[src/rtl/sync_ram_pkg.sv]
// Shared encodings for the sequence RAM with hardware clear engine.
package sync_ram_pkg;

  // Clear-engine FSM states.
  typedef enum logic {
    ST_IDLE  = 1'b0,
    ST_CLEAR = 1'b1
  } state_t;

  // Read-during-write behaviour selectors for the WRITE_FIRST parameter.
  localparam int RDW_READ_FIRST  = 0;
  localparam int RDW_WRITE_FIRST = 1;

endpackage

[src/rtl/ram_clear_seq.sv]
// Clear sequencer: walks the array one word per cycle after reset release
// or a clear request, and reports busy / completion to the RAM top.
module ram_clear_seq
  import sync_ram_pkg::*;
#(
  parameter int DEPTH      = 16,
  parameter int ADDR_WIDTH = 4
) (
  input  logic                  clock,
  input  logic                  reset,
  input  logic                  clear,
  output logic                  clr_we,
  output logic [ADDR_WIDTH-1:0] clr_addr,
  output logic                  busy,
  output logic                  clear_done
);

  localparam logic [ADDR_WIDTH-1:0] LAST_ADDR = ADDR_WIDTH'(DEPTH - 1);

  state_t state;

  // The clear strobe is simply "in ST_CLEAR"; clr_addr is always < DEPTH here.
  assign clr_we = (state == ST_CLEAR);

  // FSM, clear pointer and registered busy / clear_done flags.
  // NOTE: sequential state uses non-blocking assignments so every register
  // samples the pre-edge values, independent of statement order.
  always_ff @(posedge clock or negedge reset) begin
    if (!reset) begin
      state      <= ST_CLEAR;
      clr_addr   <= '0;
      busy       <= 1'b1;
      clear_done <= 1'b0;
    end else begin
      clear_done <= 1'b0;
      case (state)
        ST_CLEAR: begin
          if (clr_addr == LAST_ADDR) begin
            state      <= ST_IDLE;
            clr_addr   <= '0;
            busy       <= 1'b0;
            clear_done <= 1'b1;
          end else begin
            clr_addr <= clr_addr + 1'b1;
          end
        end
        default: begin
          if (clear) begin
            state <= ST_CLEAR;
            busy  <= 1'b1;
          end
        end
      endcase
    end
  end

endmodule

[src/rtl/sync_ram_seq_clear.sv]
// Single-port synchronous RAM with registered read, read-valid strobe,
// selectable read-during-write mode and a sequenced hardware clear.
module sync_ram_seq_clear
  import sync_ram_pkg::*;
#(
  parameter int                    DATA_WIDTH  = 4,
  parameter int                    ADDR_WIDTH  = 4,
  parameter int                    DEPTH       = 16,
  parameter int                    WRITE_FIRST = 0,
  parameter logic [DATA_WIDTH-1:0] CLEAR_VALUE = '0
) (
  input  logic                  clock,
  input  logic                  reset,
  input  logic                  clear,
  input  logic                  write_enable,
  input  logic                  read_enable,
  input  logic [ADDR_WIDTH-1:0] address,
  input  logic [DATA_WIDTH-1:0] data_in,
  output logic [DATA_WIDTH-1:0] data_out,
  output logic                  read_valid,
  output logic                  busy,
  output logic                  clear_done
);

  localparam bit WF_MODE = (WRITE_FIRST == RDW_WRITE_FIRST);

  logic [DATA_WIDTH-1:0] mem [DEPTH];

  logic                  clr_we;
  logic [ADDR_WIDTH-1:0] clr_addr;
  logic                  in_range;
  logic                  user_ok;
  logic                  user_we;
  logic                  user_re;

  ram_clear_seq #(
    .DEPTH      (DEPTH),
    .ADDR_WIDTH (ADDR_WIDTH)
  ) u_clear_seq (
    .clock      (clock),
    .reset      (reset),
    .clear      (clear),
    .clr_we     (clr_we),
    .clr_addr   (clr_addr),
    .busy       (busy),
    .clear_done (clear_done)
  );

  // Addresses past DEPTH exist only when the array is not a power of two.
  if (DEPTH == (2 ** ADDR_WIDTH)) begin : g_full
    assign in_range = 1'b1;
  end else begin : g_partial
    assign in_range = (address < ADDR_WIDTH'(DEPTH));
  end

  // User accesses are dropped while clearing and on the cycle a clear is accepted.
  assign user_ok = !busy && !clear;
  assign user_we = user_ok && write_enable && in_range;
  assign user_re = user_ok && read_enable;

  // Array write port: clear engine has the port while busy, user otherwise.
  // NOTE: the array has no reset so it maps onto block RAM; the clear engine
  // initialises it after reset release instead.
  always_ff @(posedge clock) begin
    if (clr_we) begin
      mem[clr_addr] <= CLEAR_VALUE;
    end else if (user_we) begin
      mem[address] <= data_in;
    end
  end

  // Registered read data and one-cycle valid strobe.
  always_ff @(posedge clock or negedge reset) begin
    if (!reset) begin
      data_out   <= '0;
      read_valid <= 1'b0;
    end else begin
      read_valid <= user_re;
      if (user_re) begin
        if (!in_range) begin
          data_out <= CLEAR_VALUE;
        end else if (WF_MODE && user_we) begin
          data_out <= data_in;
        end else begin
          data_out <= mem[address];
        end
      end
    end
  end

endmodule

[config.mk]
export PLATFORM = sky130hd
export DESIGN_NAME = sync_ram_seq_clear
export DESIGN_NICKNAME = d
export VERILOG_FILES = /design/src/rtl/sync_ram_pkg.sv /design/src/rtl/ram_clear_seq.sv /design/src/rtl/sync_ram_seq_clear.sv
export SDC_FILE = /design/constraint.sdc
export NUM_CORES = 1
export LEC_CHECK = 0
export ABC_CLOCK_PERIOD_IN_PS = 1700
export BUFFER_PORTS_ARGS = -buffer_cell sky130_fd_sc_hd__buf_2
export CAP_MARGIN = 30
export CORE_ASPECT_RATIO = 0.5
export CORE_MARGIN = 2
export CORE_UTILIZATION = 30
export CTS_CLUSTER_DIAMETER = 30
export DETAILED_ROUTE_END_ITERATION = 12
export PLACE_DENSITY = 0.58
export SLEW_MARGIN = 5
export SYNTH_ARGS = -nofsm -noshare
export SYNTH_HDL_FRONTEND = slang
export SYNTH_SLANG_ARGS = --single-unit
[constraint.sdc]
create_clock -name clock -period 1.7 [get_ports clock]
set_input_delay 0.17 -clock clock [delete_from_list [all_inputs] [get_ports clock]]
set_output_delay 0.17 -clock clock [all_outputs]
set_load 0.03 [all_outputs]
==> results_dict.tcl <==
set metrics [dict create \
    r2r_cells 6 \
    clk_root_buffer_cell "clkbuf_16" \
    synth_top_cell_area_share_pct 61.0 \
    synth_area_leaders "edfxtp_1, dfrtp_1, mux4_2, mux4_1, nor2_1" \
    dpl_cell_area_sq_mm 0.00351 \
    dr.pass1.iters 5 \
    min_period_ns 1.76 \
    cp.arrival_ns 1.79 \
    finClkSkew_ns 0.00565 \
    hpwl_mm 4.50 \
    syn_inst 186 \
    grt_pass1_vias 1836 \
    clock_path_buffers 2 \
    synth_cell_types 35 \
    slew_headroom_pct 66.0 \
    setup_viol 36 \
    crit_path_end_kind "register" \
    synth_nets 200 \
    worstPathMaxFanout 16 \
    synth_top_flop_cell "edfxtp_1" \
    start_util_pct 30.9 \
    required_ns 1.73 \
    setup_ws_ns -0.0561 \
    synth-seq-area-share_pct 70.6 \
    synthTopCellsByCount "edfxtp_1, nor2_1, nand2_1" \
    path_class "register to register" \
    vias 1834 \
    grt_start_max_net_pins 20 \
    post-place-ws_ns -0.187 \
    drv_slew 0 \
    core_sq_mm 0.0102 \
    post-synth-top-area-cell "edfxtp_1" \
    antenna_cells 0 \
    failed_checks "setup timing" \
    gp_congestion 0.742 \
    synth_area_sq_mm 0.00315 \
    tns_ns -1.20 \
    final_nets 243 \
    numPortBuffers 19 \
    grtUsageTotal_pct 12.5 \
    cp_slowest_cell "dfstp_2" \
    cts_tree "built" \
    synth_edf_count 64 \
    synth_seq_cells 76 \
    fmax_mhz 569 \
    die_width_microns 149 \
    cts_buffers 9 \
    path_depth 6 \
    worstPathCellList "nor4b_4, buf_12, nor3b_1, a31oi_2, buf_4, nor2_4" \
    hold_ws_ns 0.111 \
    postLayoutCellArea_sq_mm 0.00405 \
    hold_viol_final 0 \
    drc 0 \
    cpLargestDelayFamily "flip-flops" \
    gr-total-overflow 0 \
    antenna_found_initial 0 \
    vias_per_cell 4.90 \
    max_stage_delay_ns 0.56 \
    drt-total-wl_mm 6.91 \
    worstMarginPinSlew_ns 0.510 \
    insertion_delay_ns 0.33 \
    rsz0062_at_grt "yes" \
    path_buf_inv 2 \
    leakage_nw 1.43 \
    ys_async_sr_fraction_pct 15.8 \
    io_pins 20 \
    avgSynthCellArea_sq_um 16.9 \
    grt_pass1_wl_mm 10.5 \
    rows 26 \
    cts_max_level 3 \
    drive_above_1_share_pct 43.2 \
    clk_pin_slew_worst_paths_ns 0.06 \
    cap_viol_max_count 0 \
    hold_depth 3 \
    die-area_sq_mm 0.0114 \
    clock-sinks 76 \
    ir_drop_mv 0.495 \
    hold_class "input port to register" \
    yosysWarnings 0 \
    final_util_pct 39.6 \
    pwr_density_cell_mw_per_mm2 1490 \
    critPathLaunchType "register" \
    status "complete, but fails checks" \
    wl_per_cell_microns 18.5 \
    finalCritPeriodShare_pct 103 \
    ant_nets 0 \
    syn2layout_area_growth_pct 28.5 \
    die_y_microns 76.5 \
    synth.most_common_cell "edfxtp_1" \
    drt_iter0_markers 91 \
]
metrics by stage:
| step | std cells | total power [mW] |
|---|---|---|
| after floorplan | 186 | 3.45 |
| after global placement | 348 | 3.82 |
| after detailed placement | 348 | 3.86 |
| after CTS | 372 | 5.82 |
| after global routing | 374 | 6.30 |
| final | 374 | 6.04 |
worst reg2reg max path: cells and delay by family, from the launching register on:
kind | cells | cell delay, ns
flops | 1 | 0.56
compound gates | 1 | 0.07
buf+inv | 2 | 0.35
simple gates | 3 | 0.48
logic make-up after synthesis:
logic type / share of synthesized area (%)
flops: 70.6
simple gates: 7.90
mux: 14.3
compound gates: 4.25
buf+inv: 2.34
xor+xnor: 0.278
fa+ha+maj: 0.397
state kept, by name, indices dropped and copies added, names as in the netlist:
register                count
u_clear_seq.clr_we          1
read_valid                  1
u_clear_seq.clr_addr        4
data_out                    4
mem                        64
u_clear_seq.clear_done      1
u_clear_seq.busy            1
area by class of cell:
type / instances / area [sq um]
fill: 928 / 6170
sequential: 76 / 2220
multi-input combinational: 97 / 1080
timing repair buffer: 39 / 268
clock buffer: 9 / 225
tap: 140 / 175
clock inverter: 7 / 52.6
inverter: 6 / 22.5
layer usage:
layer	track usage (%)	part of all wire, %	vias up
li1	-	-	821
met4	4.86	1.3	0
met2	19.3	48	58
met3	4.01	5.8	6
met5	0	0	-
met1	16.4	44	949
repair_timing:
item | CTS | global route
resized for setup | 17 | 19
gates cloned | 0 | 0
setup buffers | 7 | 2
setup endpoints to repair | 112 | 80
pin swaps | 4 | 4
hold endpoints to repair | 12 | 0
hold buffers | 1 | 0
placed cells by master (no fill, tap or decap), types with 3 or more instances in the layout:
master / synthesis / routed
a31oi_2: 0 / 3
inv_1: 5 / 5
mux2i_1: 7 / 7
mux4_1: 5 / 5
nand2b_1: 3 / 3
buf_4: 2 / 16
nand2_1: 13 / 13
nor2_1: 21 / 5
buf_2: 2 / 19
o221ai_1: 3 / 3
mux4_2: 9 / 9
clkbuf_16: 0 / 9
edfxtp_1: 64 / 64
nor2_4: 0 / 14
mux2_2: 4 / 4
and2_2: 0 / 4
clkinvlp_4: 0 / 3
dfrtp_1: 10 / 10
power by group:
group / leakage [nW] / internal [mW] / switching [mW]
sequential: 0.761 / 2.39 / 0.222
combinational: 0.543 / 0.677 / 1.02
clock: 0.126 / 0.991 / 0.740
total: 1.43 / 4.06 / 1.98
worst paths after layout:
| check | from | end | slack, ns |
|---|---|---|---|
| worst max-delay path | u_clear_seq.clr_we | mem[6][2] | -0.06 |
| worst min-delay path | read_enable | read_valid | 0.11 |
| worst max register to register | u_clear_seq.clr_we | mem[6][2] | -0.06 |
| worst min register to register | data_out[3] | data_out[3] | 0.50 |
| max in group asynchronous | reset | u_clear_seq.busy | 1.19 |
| min in group asynchronous | reset | u_clear_seq.clr_addr[2] | 0.24 |
Note: power is estimated with default switching activity, not from simulation.
